**config.mk**
```make
export PLATFORM = sky130hd
export DESIGN_NAME = ysyx_24080006_mdu_ctrl
export DESIGN_NICKNAME = d
export VERILOG_FILES = /design/src/rtl/ysyx_24080006_pkg.sv /design/src/rtl/ysyx_24080006_mdu_ctrl.sv
export SDC_FILE = /design/constraint.sdc
export NUM_CORES = 1
export LEC_CHECK = 0
export CORE_ASPECT_RATIO = 0.9
export CORE_MARGIN = 3
export CORE_UTILIZATION = 35
export CTS_CLUSTER_DIAMETER = 120
export DETAILED_ROUTE_END_ITERATION = 7
export MAX_ROUTING_LAYER = met4
export PLACE_DENSITY = 0.62
export SYNTH_ARGS = -nofsm -noshare
export SYNTH_HDL_FRONTEND = slang
export SYNTH_SLANG_ARGS = --single-unit
```
**constraint.sdc**
```tcl
create_clock -name clock -period 7.8 [get_ports clock]
set_clock_uncertainty 0.05 [all_clocks]
set_input_delay 1.56 -clock clock [delete_from_list [all_inputs] [get_ports clock]]
set_output_delay 1.56 -clock clock [all_outputs]
set_load 0.005 [all_outputs]
```
**src/rtl/ysyx_24080006_pkg.sv**
```systemverilog
// Shared execute-stage types for the ysyx_24080006 core.
// Covers the MDU request bundle, the shared-adder handshake and MDU sequencing.
package ysyx_24080006_pkg;

   typedef enum logic [1:0] {
      MDU_MUL,
      MDU_MULH,
      MDU_DIV,
      MDU_REM
   } mdu_op_e;

   typedef struct packed {
      logic    mdu_enable;
      logic    signed_a;
      logic    signed_b;
      mdu_op_e mdu_op;
   } mdu_set_t;

   typedef struct packed {
      logic [32:0] a;
      logic [32:0] b;
   } mdu2alu_t;

   typedef struct packed {
      logic [33:0] res_34;
      logic [31:0] res_32;
      logic        not_zero;
   } alu2mdu_t;

   typedef enum logic [2:0] {
      IDLE,
      PREP,
      CALC,
      FIXUP,
      DONE
   } mdu_state_e;

   localparam logic [5:0] MUL_ITER = 6'd33;
   localparam logic [5:0] DIV_ITER = 6'd32;

endpackage

```
**src/rtl/ysyx_24080006_mdu_ctrl.sv**
```systemverilog
// Iterative RV32M multiply/divide sequencer.
// Borrows the shared ALU adder for every add/negate step.
module ysyx_24080006_mdu_ctrl
   import ysyx_24080006_pkg::*;
(
   input  logic        clock,
   input  logic        reset,
   input  logic        valid_i,
   output logic        ready_o,
   input  mdu_set_t    mdu_set_i,
   input  logic [31:0] rs1_i,
   input  logic [31:0] rs2_i,
   input  logic        flush_i,
   output logic        alu_req_o,
   output mdu2alu_t    mdu2alu_o,
   input  alu2mdu_t    alu2mdu_i,
   output logic        valid_o,
   output logic [31:0] result_o,
   input  logic        ready_i,
   output logic        busy_o
);

   localparam logic [2:0] S_IDLE  = 3'(IDLE);
   localparam logic [2:0] S_PREP  = 3'(PREP);
   localparam logic [2:0] S_CALC  = 3'(CALC);
   localparam logic [2:0] S_FIXUP = 3'(FIXUP);
   localparam logic [2:0] S_DONE  = 3'(DONE);

   logic [2:0]  state;
   mdu_op_e     op;
   logic [32:0] acc;
   logic [32:0] mq;
   logic [32:0] opb;
   logic [32:0] negb;
   logic [5:0]  cnt;
   logic        prep2;
   logic        neg_a;
   logic        neg_b;
   logic [31:0] result;

   logic [32:0] alu_a;
   logic [32:0] alu_b;
   logic [33:0] sum;
   logic [32:0] nxt_acc;
   logic [32:0] nxt_mq;
   logic        keep;
   logic        fix_neg;
   logic [31:0] fix_val;
   logic        is_div;
   logic        last;
   logic        accept;
   logic        div_zero;
   logic        unused_alu;

   assign sum      = alu2mdu_i.res_34;
   assign is_div   = op[1];
   assign last     = (cnt == 6'd1);
   assign accept   = valid_i & mdu_set_i.mdu_enable & ready_o & ~flush_i;
   assign div_zero = mdu_set_i.mdu_op[1] & (rs2_i == 32'd0);

   assign unused_alu = ^{alu2mdu_i.res_32, alu2mdu_i.not_zero};

   assign ready_o   = (state == S_IDLE);
   assign busy_o    = (state != S_IDLE);
   assign valid_o   = (state == S_DONE);
   assign result_o  = result;
   assign alu_req_o = (state == S_PREP) | (state == S_CALC) | (state == S_FIXUP);
   assign mdu2alu_o = alu_req_o ? '{a: alu_a, b: alu_b} : '0;

   always_comb begin
      alu_a   = '0;
      alu_b   = '0;
      keep    = 1'b0;
      nxt_acc = acc;
      nxt_mq  = mq;
      fix_neg = 1'b0;
      fix_val = '0;
      case (state)
         S_PREP: begin
            if (!is_div) begin
               alu_a = ~opb;
               alu_b = 33'd1;
            end else if (!prep2) begin
               alu_a = neg_a ? ~mq : mq;
               alu_b = {32'd0, neg_a};
            end else begin
               alu_a = neg_b ? opb : ~opb;
               alu_b = {32'd0, ~neg_b};
            end
         end
         S_CALC: begin
            if (!is_div) begin
               alu_a   = acc;
               alu_b   = mq[0] ? (last ? negb : opb) : '0;
               nxt_acc = sum[33:1];
               nxt_mq  = {sum[0], mq[32:1]};
            end else begin
               alu_a   = {acc[31:0], mq[31]};
               alu_b   = negb;
               // A set top bit means the shifted remainder already exceeds any divisor
               keep    = ~sum[33] | acc[31];
               nxt_acc = keep ? {1'b0, sum[31:0]} : {1'b0, acc[30:0], mq[31]};
               nxt_mq  = {1'b0, mq[30:0], keep};
            end
         end
         S_FIXUP: begin
            fix_neg = (op == MDU_DIV) ? (neg_a ^ neg_b) : neg_a;
            fix_val = (op == MDU_DIV) ? mq[31:0] : acc[31:0];
            alu_a   = fix_neg ? ~{1'b0, fix_val} : {1'b0, fix_val};
            alu_b   = {32'd0, fix_neg};
         end
         default: ;
      endcase
   end

   always_ff @(posedge clock or posedge reset) begin
      if (reset) begin
         state  <= S_IDLE;
         op     <= MDU_MUL;
         acc    <= '0;
         mq     <= '0;
         opb    <= '0;
         negb   <= '0;
         cnt    <= '0;
         prep2  <= 1'b0;
         neg_a  <= 1'b0;
         neg_b  <= 1'b0;
         result <= '0;
      end else if (flush_i) begin
         state  <= S_IDLE;
         result <= '0;
      end else begin
         case (state)
            S_IDLE: begin
               if (accept) begin
                  op    <= mdu_set_i.mdu_op;
                  mq    <= {mdu_set_i.signed_a & rs1_i[31], rs1_i};
                  opb   <= {mdu_set_i.signed_b & rs2_i[31], rs2_i};
                  acc   <= '0;
                  prep2 <= 1'b0;
                  neg_a <= mdu_set_i.signed_b & rs1_i[31];
                  neg_b <= mdu_set_i.signed_b & rs2_i[31];
                  if (div_zero) begin
                     result <= (mdu_set_i.mdu_op == MDU_DIV) ? 32'hFFFF_FFFF : rs1_i;
                     state  <= S_DONE;
                  end else begin
                     state  <= S_PREP;
                  end
               end
            end
            S_PREP: begin
               if (is_div && !prep2) begin
                  mq    <= {1'b0, sum[31:0]};
                  prep2 <= 1'b1;
               end else begin
                  negb  <= sum[32:0];
                  cnt   <= is_div ? DIV_ITER : MUL_ITER;
                  acc   <= '0;
                  state <= S_CALC;
               end
            end
            S_CALC: begin
               acc <= nxt_acc;
               mq  <= nxt_mq;
               cnt <= cnt - 6'd1;
               if (last) begin
                  if (is_div) begin
                     state <= S_FIXUP;
                  end else begin
                     result <= (op == MDU_MULH) ? {nxt_acc[30:0], nxt_mq[32]}
                                                : nxt_mq[31:0];
                     state  <= S_DONE;
                  end
               end
            end
            S_FIXUP: begin
               result <= sum[31:0];
               state  <= S_DONE;
            end
            S_DONE: begin
               if (ready_i) state <= S_IDLE;
            end
            default: state <= S_IDLE;
         endcase
      end
   end

endmodule

```
# ---- Word-level counts from Yosys, hierarchy flattened
# Index checks and enable logic that the tools add are counted.
dict set report op_classes {
  add_sub_neg 1
  n_mul 0
  div_mod_pow 0
  n_lt_le_gt_ge 0
  n_eq_ne 17
  shift 0
  mux 47
  bitwise_logic 18
  n_reduce_logical 17
}
# op n
set op_table {}
lappend op_table {{$mux 33} 15}
lappend op_table {{$pmux 33 s3} 4}
lappend op_table {{$mux 32} 9}
lappend op_table {{$pmux 32 s3} 1}
lappend op_table {{$mux 66} 1}
lappend op_table {{$not 33->33} 2}
lappend op_table {{$not 32->33} 1}
lappend op_table {{$logic_not 32->1} 1}
lappend op_table {{$mux 3} 7}
lappend op_table {{$reduce_and 4->1} 4}
lappend op_table {{$pmux 3 s5} 1}
lappend op_table {{$pmux 6 s2} 1}
lappend op_table {{$ne 3x3->1 const B} 3}
lappend op_table {{$reduce_and 3->1} 3}
lappend op_table {{$and 1x1->1} 7}
lappend op_table {{$eq 3x2->1 const B} 2}
lappend op_table {{$eq 6x1->1 const B} 1}
lappend op_table {{$mux 1} 6}
lappend op_table {{$mux 6} 1}
lappend op_table {{$ne 3x1->1 const B} 2}
lappend op_table {{$reduce_bool 3->1} 2}
lappend op_table {{$sub 6x1->6 const B} 1}
lappend op_table {{$reduce_and 5->1} 1}
lappend op_table {{$eq 2x2->1 const B} 2}
lappend op_table {{15 further kinds} 22}
dict set report word_totals {
  reg_bits 178
  latch_bits 0
  ramBits 0
  rom_bits 0
  out_inout_bits 102
  memories 0
}

# ---- Logic depth before layout (Yosys ltp)
dict set report logic_depth {
  word_depth 9
  mapped_depth 9
  depth_no_buf 6
}

# ---- Least setup slack after synthesis
# Ideal clock, no wire load.
dict set report synth_path {
  path_type {register -> output}
  start {register op[1]}
  end {output port mdu2alu_o[47] (netlist name)}
  t_arrival_ns 1.721
  required_ns 6.190
  path_slack_ns 4.469
  stages_incl_launch_ff 7
  path_buffers 3
  path_cell_list {dfrtp_1 buf_2 buf_2 clkbuf_1 mux2_2 a21oi_1 o21ai_0}
}
# element line
set synth_rtl {}
lappend synth_rtl {{from (decl)} ysyx_24080006_mdu_ctrl.sv:30} ;# mdu_op_e op;
lappend synth_rtl {{from (signal assigned)} ysyx_24080006_mdu_ctrl.sv:136} ;# op <= mdu_set_i.mdu_op;
lappend synth_rtl {{to (decl)} ysyx_24080006_mdu_ctrl.sv:15} ;# output mdu2alu_t mdu2alu_o,

==> flow_metrics.tcl <==
set metrics [dict create \
    endpoint_kind "primary output" \
    worst_pin_slew_ns 1.20 \
    initial_core_util_pct 35.6 \
    synth_cells 1314 \
    timing.final.crit_share_pct 72.0 \
    routed_wl_um 43600 \
    synth_area_per_cell_um2 8.97 \
    timing.critical_path.to "mdu2alu_o[0]" \
    maxSlewHeadroom_pct 19.9 \
    hold_violations 0 \
    ys_seq_elements 177 \
    synth_area_um2 11800 \
    antenna_left 0 \
    gr-usage-all-layers_pct 24.5 \
    cts.sinks 177 \
    cts_tree "done" \
    fmax_ghz 0.178 \
    yosysUniqueCellTypes 54 \
    fin_setup_tns_ns 0 \
    cts_made_buffers 17 \
    final_nets 1582 \
    maxCapViolCount 0 \
    power.density_nw_per_um2 283 \
    status "completed" \
    synth_edf_count 0 \
    antenna_found_initial 0 \
    wl_per_cell_um 23.2 \
    worstPathRequired_ns 6.19 \
    setup.worst_path.start "prep2" \
    io_pins 243 \
    grt_pass1_wl_um 66600 \
    ctsHoldBuffers 0 \
    vdd_drop_max_mv 0.212 \
    die_h_um 180 \
    grt_max_degree 82 \
    grt-ovfl-total 0 \
    place_congestion 0.843 \
    worst_hold_path_type "reg2reg" \
    arrival_ns 4.01 \
    drc_errors 0 \
    area_delta_synth_final_pct 25.0 \
    worstPathMaxFanout 21 \
    post_cts_resized 0 \
    first_global_vias 11090 \
    multi_input_area_um2 6830 \
    rsz0062_at_grt "false" \
    clock_path_buffers 2 \
    final_cell_mix "242 x nand2_1, 209 x clkdlybuf4s50_1, 175 x dfrtp_1, 96 x mux2_2, 94 x o21ai_0" \
    insertion_delay_ns 0.44 \
    first_iter_violations 1440 \
    drive_above_1_share_pct 12.1 \
    final-setup-viol-count 0 \
    viasPerCell 6.01 \
    power.leakage_nw 6.15 \
    synthArstFlopShare_pct 100 \
    synth_warnings 0 \
    rows 63 \
    cts_setup_buffers 0 \
    hpwl_um 28400 \
    die_area_um2 35900 \
    cp-start-kind "flip-flop" \
    regToRegStartpoint "op[1]" \
    htree_levels 4 \
    period_minus_slack_ns 5.62 \
    port_buffers 209 \
    root_buffer "clkbuf_16" \
    rrSetupSlack_ns 4.42 \
    syn_nets 1457 \
    post-place-cells 1842 \
    final_util_pct 44.5 \
    min-delay-start "negb[29]" \
    antenna_cells 0 \
    yosysSeqAreaShare_pct 37.6 \
    synth_ff_type "dfrtp_1" \
    final_common_cell "nand2_1" \
    die_w_um 199 \
    final_max_slew_viol_count 0 \
    crit_type "reg2out" \
    coreArea_um2 33100 \
    vias 11271 \
    reg2reg_to "result_o[10]" \
    drt_first_pass_iters 7 \
    layout.cells.non_filler 1874 \
    r2r_cells 7 \
    fillers 3150 \
    clkSlewWorstSetupHoldPaths_ns 0.08 \
    regArea_um2 4430 \
]
==> where the power goes <==
| part | internal, mW | switching (mW) |
|---|---|---|
| registers | 1.16 | 0.372 |
| clock network | 0.506 | 0.403 |
| logic | 0.756 | 0.961 |
==> Yosys cell counts, drive strengths merged, types with 4 or more instances <==
cell	instances	share of area, %
o22ai	32	1.7
a21oi	72	3.1
nor2	56	1.8
nand2	243	7.7
xor2	36	2.7
nand3b	4	0.25
clkbuf	68	2.2
o211ai	32	2.0
nand2b	6	0.32
a221oi	66	4.9
nor3	5	0.30
inv	9	0.29
nor4	7	0.37
mux2	96	9.2
buf	62	2.8
xnor2	34	2.5
mux2i	66	5.6
dfrtp	177	38
o21ai	111	4.7
a22o	64	4.8
a222oi	31	2.6
==> state kept, by name (all words and copies together) (netlist names) <==
| register | flops |
|---|---|
| mq | 33 |
| op | 2 |
| opb | 33 |
| state | 3 |
| neg_a | 1 |
| acc | 33 |
| cnt | 6 |
| prep2 | 1 |
| negb | 33 |
| result_o | 32 |
==> cell type report <==
cell class / instances / area share, %
clock buffers: 20 / 2.96
clock inverters: 12 / 1.07
inverters: 9 / 0.263
multi-input cells: 998 / 46.3
flip-flops and latches: 177 / 30.1
well taps: 422 / 3.59
repair buffers: 236 / 15.7
==> cells by family after synthesis <==
| kind of cell | synth area share [%] |
|---|---|
| AOI/OAI and AO/OA | 25.0 |
| and+or+nand+nor | 11.9 |
| DFF | 37.6 |
| muxes | 14.8 |
| buffers and inverters | 5.24 |
| xor gates and xnor gates | 5.27 |
| adders and majority gates | 0.212 |
==> worst max-delay path, stage by stage, from the launching register on <==
cell and delay, ns:
dfrtp_1 0.91, buf_4 0.41, nand2_1 0.55, buf_4 0.46, o21ai_0 0.12, a21oi_1 0.10, a311oi_1 0.27, o21ai_0 0.22
clkdlybuf4s50_1 0.50
==> metrics by stage <==
stage	area, um^2	total power, mW	setup WS [ns]	hold WS, ns
detailed placement	14100	3.23	2.71	0.413
floorplan	11800	2.62	1.39	0.396
finish	14700	4.16	2.18	0.429
global placement	14100	3.17	2.75	0.408
global route	14700	4.42	1.96	0.452
CTS	14700	4.14	2.21	0.430
==> metal layers <==
layer / routed length, um / track usage [%]
met1: 19700 / 35.1
met2: 19500 / 36.3
met3: 3450 / 4.02
met4: 886 / 6.48
met5: 0 / -
==> worst min-delay path by stage <==
stage,to,slack [ns],cells past startpoint
after floorplan,negb[10],0.40,2
after global placement,negb[30],0.41,2
after detailed placement,negb[8],0.41,2
after CTS,negb[29],0.43,2
after global routing,negb[7],0.45,2
final,negb[29],0.43,2
Note: power is estimated with default switching activity, not from simulation.
